[src/rtl/step_controller.sv]
// CPU stepping engine: debounced step button, manual/auto/burst/breakpoint run
// modes, held CPU reset and a saturating step counter, all in the clk domain.
module step_controller #(
  parameter int unsigned DEBOUNCE_CYCLES = 1_000_000,
  parameter int unsigned PERIOD0         = 50_000_000,
  parameter int unsigned PERIOD1         = 25_000_000,
  parameter int unsigned PERIOD2         = 5_000_000,
  parameter int unsigned PERIOD3         = 50_000,
  parameter int unsigned BURST_W         = 8,
  parameter int unsigned PC_W            = 32,
  parameter int unsigned COUNT_W         = 16
) (
  input  logic               clk,
  input  logic               rst_n,
  input  logic               step_btn_n,
  input  logic               cpu_rst_req,
  input  logic [1:0]         run_mode,
  input  logic [1:0]         rate_sel,
  input  logic [BURST_W-1:0] burst_count,
  input  logic               bp_enable,
  input  logic [PC_W-1:0]    bp_addr,
  input  logic [PC_W-1:0]    pc,
  output logic               cpu_ce,
  output logic               cpu_reset,
  output logic               busy,
  output logic               halted_at_bp,
  output logic [COUNT_W-1:0] step_count
);

  localparam int unsigned DB_W  = (DEBOUNCE_CYCLES > 1) ? $clog2(DEBOUNCE_CYCLES) : 1;
  localparam int unsigned TMR_W = 32;

  typedef enum logic [2:0] {
    S_IDLE,
    S_RUN_AUTO,
    S_BURST,
    S_RUN_BP,
    S_HALT
  } state_t;

  typedef enum logic [1:0] {
    M_MANUAL = 2'b00,
    M_AUTO   = 2'b01,
    M_BURST  = 2'b10,
    M_BP     = 2'b11
  } mode_t;

  // Button synchronizer and debouncer
  logic            r_btn_s1;
  logic            r_btn_s2;
  logic            r_btn_db;
  logic [DB_W-1:0] r_db_cnt;
  logic            r_press;
  logic            w_db_accept;

  assign w_db_accept = (r_btn_s2 != r_btn_db) && (r_db_cnt == DB_W'(DEBOUNCE_CYCLES - 1));

  always_ff @(posedge clk or negedge rst_n) begin
    if (!rst_n) begin
      r_btn_s1 <= 1'b1;
      r_btn_s2 <= 1'b1;
      r_btn_db <= 1'b1;
      r_db_cnt <= '0;
      r_press  <= 1'b0;
    end else begin
      r_btn_s1 <= step_btn_n;
      r_btn_s2 <= r_btn_s1;
      r_press  <= w_db_accept && !r_btn_s2;
      if (r_btn_s2 == r_btn_db) begin
        r_db_cnt <= '0;
      end else if (w_db_accept) begin
        r_btn_db <= r_btn_s2;
        r_db_cnt <= '0;
      end else begin
        r_db_cnt <= r_db_cnt + 1'b1;
      end
    end
  end

  // Control state
  state_t             r_state;
  state_t             w_state_nxt;
  logic [1:0]         r_mode_q;
  logic [BURST_W-1:0] r_remaining;
  logic [BURST_W-1:0] w_rem_nxt;
  logic [TMR_W-1:0]   r_tmr;
  logic [TMR_W-1:0]   w_period;
  logic               w_tick;
  logic               w_tmr_clr;
  logic               w_mode_chg;
  logic               w_bp_hit;
  logic               w_ce;
  logic               r_cpu_ce;
  logic               r_cpu_reset;
  logic               r_busy;
  logic               r_halted;
  logic [COUNT_W-1:0] r_step_cnt;

  always_comb begin
    w_period = TMR_W'(PERIOD0);
    case (rate_sel)
      2'd0:    w_period = TMR_W'(PERIOD0);
      2'd1:    w_period = TMR_W'(PERIOD1);
      2'd2:    w_period = TMR_W'(PERIOD2);
      default: w_period = TMR_W'(PERIOD3);
    endcase
  end

  // >= rather than == so a shorter newly selected period fires at once
  assign w_tick     = (r_tmr >= (w_period - 1'b1));
  assign w_mode_chg = (run_mode != r_mode_q);
  assign w_bp_hit   = bp_enable && (pc == bp_addr);
  assign w_tmr_clr  = (w_state_nxt != r_state) || w_mode_chg || cpu_rst_req;

  always_comb begin
    w_state_nxt = r_state;
    w_ce        = 1'b0;
    w_rem_nxt   = r_remaining;
    if (cpu_rst_req || w_mode_chg) begin
      w_state_nxt = S_IDLE;
      w_rem_nxt   = '0;
    end else begin
      case (r_state)
        S_IDLE: begin
          case (run_mode)
            M_MANUAL: w_ce = r_press;
            M_AUTO:   w_state_nxt = S_RUN_AUTO;
            M_BURST: begin
              // The first burst step issues together with the load
              if (r_press && (burst_count != '0)) begin
                w_ce        = 1'b1;
                w_rem_nxt   = burst_count - 1'b1;
                w_state_nxt = S_BURST;
              end
            end
            default: begin
              if (r_press) begin
                if (w_bp_hit) begin
                  w_state_nxt = S_HALT;
                end else begin
                  w_ce        = 1'b1;
                  w_state_nxt = S_RUN_BP;
                end
              end
            end
          endcase
        end
        S_RUN_AUTO: w_ce = w_tick;
        S_BURST: begin
          if (r_press) begin
            w_state_nxt = S_IDLE;
            w_rem_nxt   = '0;
          end else if (r_remaining == '0) begin
            w_state_nxt = S_IDLE;
          end else if (w_tick) begin
            w_ce      = 1'b1;
            w_rem_nxt = r_remaining - 1'b1;
          end
        end
        S_RUN_BP: begin
          if (w_tick) begin
            if (w_bp_hit) begin
              w_state_nxt = S_HALT;
            end else begin
              w_ce = 1'b1;
            end
          end
        end
        S_HALT: begin
          if (r_press) begin
            w_ce        = 1'b1;
            w_state_nxt = S_RUN_BP;
          end
        end
        default: w_state_nxt = S_IDLE;
      endcase
    end
  end

  always_ff @(posedge clk or negedge rst_n) begin
    if (!rst_n) begin
      r_state     <= S_IDLE;
      r_mode_q    <= 2'b00;
      r_remaining <= '0;
      r_tmr       <= '0;
      r_cpu_ce    <= 1'b0;
      r_cpu_reset <= 1'b1;
      r_busy      <= 1'b0;
      r_halted    <= 1'b0;
      r_step_cnt  <= '0;
    end else begin
      r_state     <= w_state_nxt;
      r_mode_q    <= run_mode;
      r_remaining <= w_rem_nxt;
      r_cpu_ce    <= w_ce;
      r_busy      <= (w_state_nxt == S_RUN_AUTO) || (w_state_nxt == S_BURST) ||
                     (w_state_nxt == S_RUN_BP);
      r_halted    <= (w_state_nxt == S_HALT);
      if (w_tmr_clr || w_tick) begin
        r_tmr <= '0;
      end else begin
        r_tmr <= r_tmr + 1'b1;
      end
      if (cpu_rst_req) begin
        r_cpu_reset <= 1'b1;
      end else if (r_cpu_ce) begin
        r_cpu_reset <= 1'b0;
      end
      if (cpu_rst_req) begin
        r_step_cnt <= '0;
      end else if (w_ce && (r_step_cnt != '1)) begin
        r_step_cnt <= r_step_cnt + 1'b1;
      end
    end
  end

  assign cpu_ce       = r_cpu_ce;
  assign cpu_reset    = r_cpu_reset;
  assign busy         = r_busy;
  assign halted_at_bp = r_halted;
  assign step_count   = r_step_cnt;

endmodule

[config.mk]
export PLATFORM = sky130hd
export DESIGN_NAME = step_controller
export DESIGN_NICKNAME = d
export VERILOG_FILES = /design/src/rtl/step_controller.sv
export SDC_FILE = /design/constraint.sdc
export NUM_CORES = 1
export LEC_CHECK = 0
export CAP_MARGIN = 20
export CORE_AREA = 2 2 113 115
export CTS_BUF_LIST = sky130_fd_sc_hd__clkbuf_4 sky130_fd_sc_hd__clkbuf_8
export CTS_CLUSTER_DIAMETER = 200
export DETAILED_ROUTE_END_ITERATION = 8
export DIE_AREA = 0 0 115 117
export PLACE_DENSITY = 0.76
export RECOVER_POWER = 100
export SLEW_MARGIN = 40
export SYNTH_ARGS = -nofsm -noshare
export SYNTH_HDL_FRONTEND = slang
export SYNTH_SLANG_ARGS = --single-unit
[constraint.sdc]
create_clock -name clk -period 3.05 [get_ports clk]
set_input_delay 0.915 -clock clk [delete_from_list [all_inputs] [get_ports clk]]
set_output_delay 0.915 -clock clk [all_outputs]
set_load 0.01 [all_outputs]
== After elaboration in Yosys (flattened, before gate mapping) ==
Cells that the tools add are included.

* Flip-flop bits (word level): 89
* Input port bits: 81
* Output and inout port bits: 20
* Logic and storage cells: 104

* Add/sub/neg operators: 6
* Order comparisons: 1
* Eq/ne operators: 23
* Muxes and demuxes: 37
* Bitwise gates (word level): 1
* Reduce and logical (&&, ||, !) cells: 22

{| class="wikitable"
|+ Operators with widths
! kind !! number
|-
| case mux 26 bit (3 select lines) || 1
|-
| two-way mux 8 bit || 6
|-
| two-way mux 20 bit || 2
|-
| adder 32 x 1 -> 32 bit, second input constant || 1
|-
| == test 32 bit || 1
|-
| >= comparator 32 bit || 1
|-
| two-way mux 16 bit || 2
|-
| two-way mux 32 bit || 1
|-
| subtractor 32 x 1 -> 32 bit, second input constant || 1
|-
| two-way mux 3 bit || 9
|-
| adder 20 x 1 -> 20 bit, second input constant || 1
|-
| == test 20 bit, second input constant || 1
|-
| adder 16 x 1 -> 16 bit, second input constant || 1
|-
| != test 16 bit, second input constant || 1
|-
| case mux 8 bit (2 select lines) || 1
|-
| subtractor 8 x 1 -> 8 bit, second input constant || 2
|-
| case mux 3 bit (5 select lines) || 1
|-
| == test 3 x 2 -> 1 bit, second input constant || 4
|-
| two-way mux 1 bit || 11
|-
| case mux 3 bit (3 select lines) || 1
|-
| logical NOT 8 bit || 1
|-
| != test 4 bit, second input constant || 2
|-
| nonzero test 8 bit || 1
|-
| == test 3 x 1 -> 1 bit, second input constant || 2
|-
| other kinds (20) || 35
|}

== Longest topological paths before layout ==
* Depth in word-level cells: 12
* Mapped depth: 17
* Depth with buffers taken out: 15

== Worst setup path after synthesis ==
OpenSTA, ideal clock, no wires.

* Path type: input port to flip-flop
* From: input port rate_sel[0]
* To: register r_tmr[10]
* Setup time: 0.086 ns
* Arrival: 3.747 ns
* Data required time: 2.964 ns
* Slack: -0.783 ns
* Stages: 15
* Path buffers: 1
* Cell sequence: inv_1 > ha_1 > nor2b_1 > xor2_1 > nor2_1 > ha_1 > nand4_1 > o41ai_1 > a211oi_1 > o211ai_1 > a21oi_1 > a211oi_1 > nor3_2 > clkbuf_1 > nor3_1

* Cells in the longest elaborated chain, start to end: 12
* Elaborated cells on any way between the ends: 14
* Those cells by class: add/sub: 1; order compare: 1; eq/ne: 3; mux: 5; reduce/logical: 4

{| class="wikitable"
|+ RTL lines
! what !! line !! RTL
|-
| start: declaration || 18 || <nowiki>input logic [1:0] rate_sel,</nowiki>
|-
| == test 2 bit, or another cell as far along || 101 || <nowiki>case (rate_sel)</nowiki>
|-
| case mux 26 bit (3 select lines) * || 101 ||
|-
| subtractor 32 x 1 -> 32 bit * || 110 || <nowiki>assign w_tick = (r_tmr >= (w_period - 1'b1));</nowiki>
|-
| >= comparator 32 bit * || 110 ||
|-
| two-way mux 3 bit || 161 || <nowiki>if (w_tick) begin</nowiki>
|-
| case mux 3 bit (5 select lines) || 123 || <nowiki>case (r_state)</nowiki>
|-
| two-way mux 3 bit || 119 || <nowiki>if (cpu_rst_req || w_mode_chg) begin</nowiki>
|-
| != test 3 bit || 113 || <nowiki>assign w_tmr_clr = (w_state_nxt != r_state) || w_mode_chg || cpu_rst_req;</nowiki>
|-
| logical OR 1 bit (2 in a row) || 113 ||
|-
| logical OR 1 bit * || 199 || <nowiki>if (w_tmr_clr || w_tick) begin</nowiki>
|-
| two-way mux 32 bit * || 199 ||
|-
| end signal: assignment || 202 || <nowiki>r_tmr <= r_tmr + 1'b1;</nowiki>
|-
| end: declaration || 86 || <nowiki>logic [TMR_W-1:0] r_tmr;</nowiki>
|}

Mark *: on every way between the ends. The rest lies on a longest branch, timed or not.
A chain may end at the register's enable or synchronous reset.

== Final worst setup path ==
* From: input port rate_sel[1]
* To: register r_step_cnt[11], in the netlist step_count[11]

* Cells in the longest elaborated chain, start to end: 11
* Elaborated cells on any way between the ends: 14
* Those cells by class: add/sub: 1; order compare: 1; eq/ne: 2; mux: 7; reduce/logical: 3

{| class="wikitable"
|+ RTL lines
! what !! line !! RTL
|-
| == test 2 bit, or another cell as far along || 101 ||
|-
| case mux 26 bit (3 select lines) * || 101 ||
|-
| subtractor 32 x 1 -> 32 bit * || 110 ||
|-
| >= comparator 32 bit * || 110 ||
|-
| two-way mux 1 bit || 155 || <nowiki>end else if (w_tick) begin</nowiki>
|-
| two-way mux 1 bit || 153 || <nowiki>end else if (r_remaining == '0) begin</nowiki>
|-
| two-way mux 1 bit || 150 || <nowiki>if (r_press) begin</nowiki>
|-
| case mux 1 bit (5 select lines) * || 123 ||
|-
| two-way mux 1 bit * || 119 ||
|-
| logical AND 1 bit * || 211 || <nowiki>end else if (w_ce && (r_step_cnt != '1)) begin</nowiki>
|-
| nonzero test 2 bit (no source line) * || n/a ||
|-
| end signal: assignment || 212 || <nowiki>r_step_cnt <= r_step_cnt + 1'b1;</nowiki>
|-
| end: declaration || 97 || <nowiki>logic [COUNT_W-1:0] r_step_cnt;</nowiki>
|}

Marked as above.

==> out/qor.txt <==
FINISH
--------------------------------------------------------------------------------------
Antenna diodes                                                                       0
Total of fill cells in the finished design                                         973
Final #Nets                                                                        902
Final Util                                                                       65.2%
Fraction of layout cells with a size suffix above 1                              21.6%
Area overhead of the layout relative to synthesis                                41.5%
Final non-filler cell total                                                        942

CTS
--------------------------------------------------------------------------------------
Clock tree from TritonCTS                                                         done
Total clock sinks                                                                   89
Number of buffers on the longest clock path                                          2
Reg clk slew, reported paths                                                   0.10 ns
Max H-tree Level                                                                     3
Inserted Clock Buffers                                                               9
Clock latency reported for the late side of the worst-skew pair                0.37 ns
Library cell used as clock root buffer                                        clkbuf_8

FLOORPLAN
--------------------------------------------------------------------------------------
Number of placed I/O pins                                                          101
Overall die area                                                           13500 sq um
Number of placement rows                                                            41
Die Y-Extent                                                                    117 um
Overall die width                                                               115 um
Starting utilization of the core area                                            46.0%
Area of the core region                                                    12300 sq um

OUTCOME
--------------------------------------------------------------------------------------
Violations in the final reports                                           negative setup slack
Run status                                                                finished with violations

CRITICAL PATH
--------------------------------------------------------------------------------------
Library cell contributing the largest single delay on the critical path          or3_1
Classification of the worst setup path                                    input port to register
Critical path required time                                                    3.36 ns
Sort of element at the end of the critical path                               register
Start point of the critical path                                           rate_sel[1]
Worst Path Arrival                                                             3.74 ns
Reg-to-Reg End                                                            step_count[2]
Largest fanout on the critical path                                                  7
Type of origin of the critical path                                         input port
Worst R2R Setup Slack                                                          0.09 ns
Cell-by-cell listing of the critical path                                 buf_8 > buf_6 > ha_4 > buf_4 > buf_4 > ha_1 > nand3_1 > nor3_1 > nand2_1 > o211ai_1 > buf_4 > o2111ai_2 > and2_4 > buf_6 > or3_1 > a21oi_2
Reg-to-reg startpoint                                                     r_remaining[3]
Cell depth of the worst flop-to-flop path                                           10
Most used cell, CP                                                               buf_4
Maximum cell stage delay along the critical path                               0.35 ns
Endpoint of the most critical setup path                                  step_count[11]

SYNTH
--------------------------------------------------------------------------------------
Post-Syn Area                                                               5670 sq um
Ys flop type                                                                   dfrtp_1
Count of flip-flops with a built-in enable after synthesis                           0
Share of synthesized flip-flops with an asynchronous set or reset                 100%
Number of synthesis warnings                                                         0
Top post-synthesis cells by count                                         dfrtp_1, nor2_1, xor2_1, nor3_1, ha_1
Gate count after technology mapping                                                617
Synth top area share                                                             37.5%
Seq cells post-synth                                                                89
Sequential-to-total area share from yosys stat                                   39.4%
Netlist cell types                                                                  64
Most frequently used cell type in the post-synthesis netlist                   dfrtp_1
Top cells by area in the synthesized netlist                              dfrtp_1, xor2_1, ha_1
Synth Area per Inst                                                         9.19 sq um
Largest area contributor in the synthesized netlist                            dfrtp_1

TIMING
--------------------------------------------------------------------------------------
Setup skew after layout                                                      0.0151 ns
Final Hold Fails                                                                     0
Final worst setup slack                                                      -0.383 ns
Worst rel slew slack                                                             25.2%
Unrepaired setup endpoints after global routing                                    yes
Shortest period the worst path allows                                          3.43 ns
Fmax                                                                         0.291 GHz
Number of pins with negative max-slew slack in the final report                      0
Actual transition at the worst max-transition pin                              1.12 ns
Final Cycle Share                                                                 113%
Number of setup violations in the final report                                      53

DETAILED ROUTING
--------------------------------------------------------------------------------------
Post-detailed-route count of antenna-violating nets                                  0
WL final                                                                       14.7 mm
Avg WL per Cell                                                                15.6 um
Number of DRC violations after detailed routing                                      0
DRT iter0 DRCs                                                                     346
Via count                                                                         5313
Drt pass-1 iters                                                                     5
Drt via density                                                                   5.64

PLACE
--------------------------------------------------------------------------------------
Pre-CTS setup slack                                                           -1.31 ns
Dpl hpwl                                                                       10.8 mm
Number of cells after detailed placement                                           913
Port Buf Inserts                                                                   100
Routability-driven placement congestion ratio                                    0.921

PWR
--------------------------------------------------------------------------------------
Pwr Density                                                                287 nW/um^2
Leakage                                                                     0.00338 uW
IR Drop Worst-Case VDD                                                          195 uV

GRT
--------------------------------------------------------------------------------------
Number of antenna violations at the first check in global routing                    0
Global-route wire length before repair                                         24.5 mm
Aggregate global routing overflow                                                    0
Largest net degree at the start of global routing                                   46
Via count of the first global-routing pass                                        5350
GRT Resource Usage Total                                                         22.8%

RUN
--------------------------------------------------------------------------------------
Maximum capacitance violations                                                       0

WORST HOLD PATH
--------------------------------------------------------------------------------------
Worst hold path type                                                      register to register

per-layer routing:
layer  vias to the layer above  track usage [%]  part of all wire, %
met5                         -                0                    0
met1                      2546             27.1                   41
met2                       215             42.2                   52
met4                         0             7.71                  1.6
li1                       2531                -                    -
met3                        21             3.35                  5.3
report_power, final:
group / total (uW) / switching, uW / internal (uW)
clock network: 769 / 451 / 318
registers: 1200 / 6.63 / 1190
logic: 337 / 150 / 187
cell usage in the layout (no fill, tap or decap), types with 7 or more instances in the layout:
master / synthesis / final
nand4_1: 22 / 22
nor4_1: 10 / 9
or3_1: 7 / 7
dfrtp_1: 85 / 85
nand2_1: 33 / 31
o21ai_0: 15 / 8
inv_1: 27 / 25
clkdlybuf4s50_1: 0 / 75
dlygate4sd3_1: 0 / 22
mux2_2: 7 / 7
nor2b_1: 10 / 9
and3_1: 11 / 11
nand3_1: 33 / 33
a21oi_2: 0 / 7
xnor2_1: 27 / 27
nor2_1: 68 / 65
nor3_2: 1 / 14
buf_6: 1 / 15
xor2_1: 58 / 58
clkbuf_8: 0 / 9
nor3_4: 0 / 12
nor3_1: 40 / 15
buf_4: 0 / 48
a21oi_1: 25 / 17
ha_1: 34 / 30
worst min-delay path by stage:
stage | from | endpoint | slack (ns) | cells after the start
2_1_floorplan | r_btn_s1 | r_btn_s2 | 0.35 | 0
3_3_place_gp | r_btn_s1 | r_btn_s2 | 0.35 | 0
3_5_place_dp | r_btn_s1 | r_btn_s2 | 0.35 | 0
4_1_cts | r_btn_s1 | r_btn_s2 | 0.37 | 0
5_1_grt | r_btn_s1 | r_btn_s2 | 0.37 | 0
6_report | r_btn_s1 | r_btn_s2 | 0.36 | 0
cell families after synthesis:
family                   share of synthesized area (%)
XOR/XNOR                                          13.1
adder cells (fa/ha/maj)                           7.50
AO/OA/AOI/OAI                                     10.4
flip-flops                                        39.4
buffers and inverters                             3.33
AND/OR/NAND/NOR                                   24.5
multiplexers                                      1.77
other                                           0.0661
layout make-up:
type | count | area, sq um | area share, %
inverter | 28 | 118 | 1.47
multi-input combinational | 489 | 3690 | 46.0
sequential | 89 | 2230 | 27.8
clock buffer | 10 | 131 | 1.64
timing repair buffer | 170 | 1620 | 20.2
tap | 150 | 188 | 2.34
clock inverter | 6 | 50.0 | 0.624
per-stage QoR:
stage                     cell area (sq um)  power [uW]  hold slack [ns]  TNS, ns
final                                  8020        2300            0.360   -14.63
after floorplan                        5860        1340            0.345   -22.23
after global placement                 7410        1530            0.346   -62.26
after detailed placement               7410        1540            0.354   -68.93
after global routing                   8020        2400            0.370   -23.66
after CTS                              7980        2320            0.369   -14.27
flip-flops by register name (all words and copies together), names as in the netlist:
register / count
r_btn_s1: 1
r_state: 3
r_btn_s2: 1
r_press: 1
r_remaining: 8
r_mode_q: 2
cpu_ce: 1
cpu_reset: 1
step_count: 16
halted_at_bp: 1
r_db_cnt: 20
r_btn_db: 1
r_tmr: 32
busy: 1
critical path: cells and delay by family:
kind / cells / cell delay (ns)
simple gates: 5 / 1.05
compound gates: 3 / 0.53
fa+ha+maj: 2 / 0.48
buf+inv: 6 / 0.77
repair_timing:
action	in CTS	in global routing
setup buffers	12	0
hold buffers	0	0
resized for setup	75	14
endpoints found under the setup margin	57	57
pin swaps	25	5
cloned	1	0
Power figures use the tool's default switching activity.
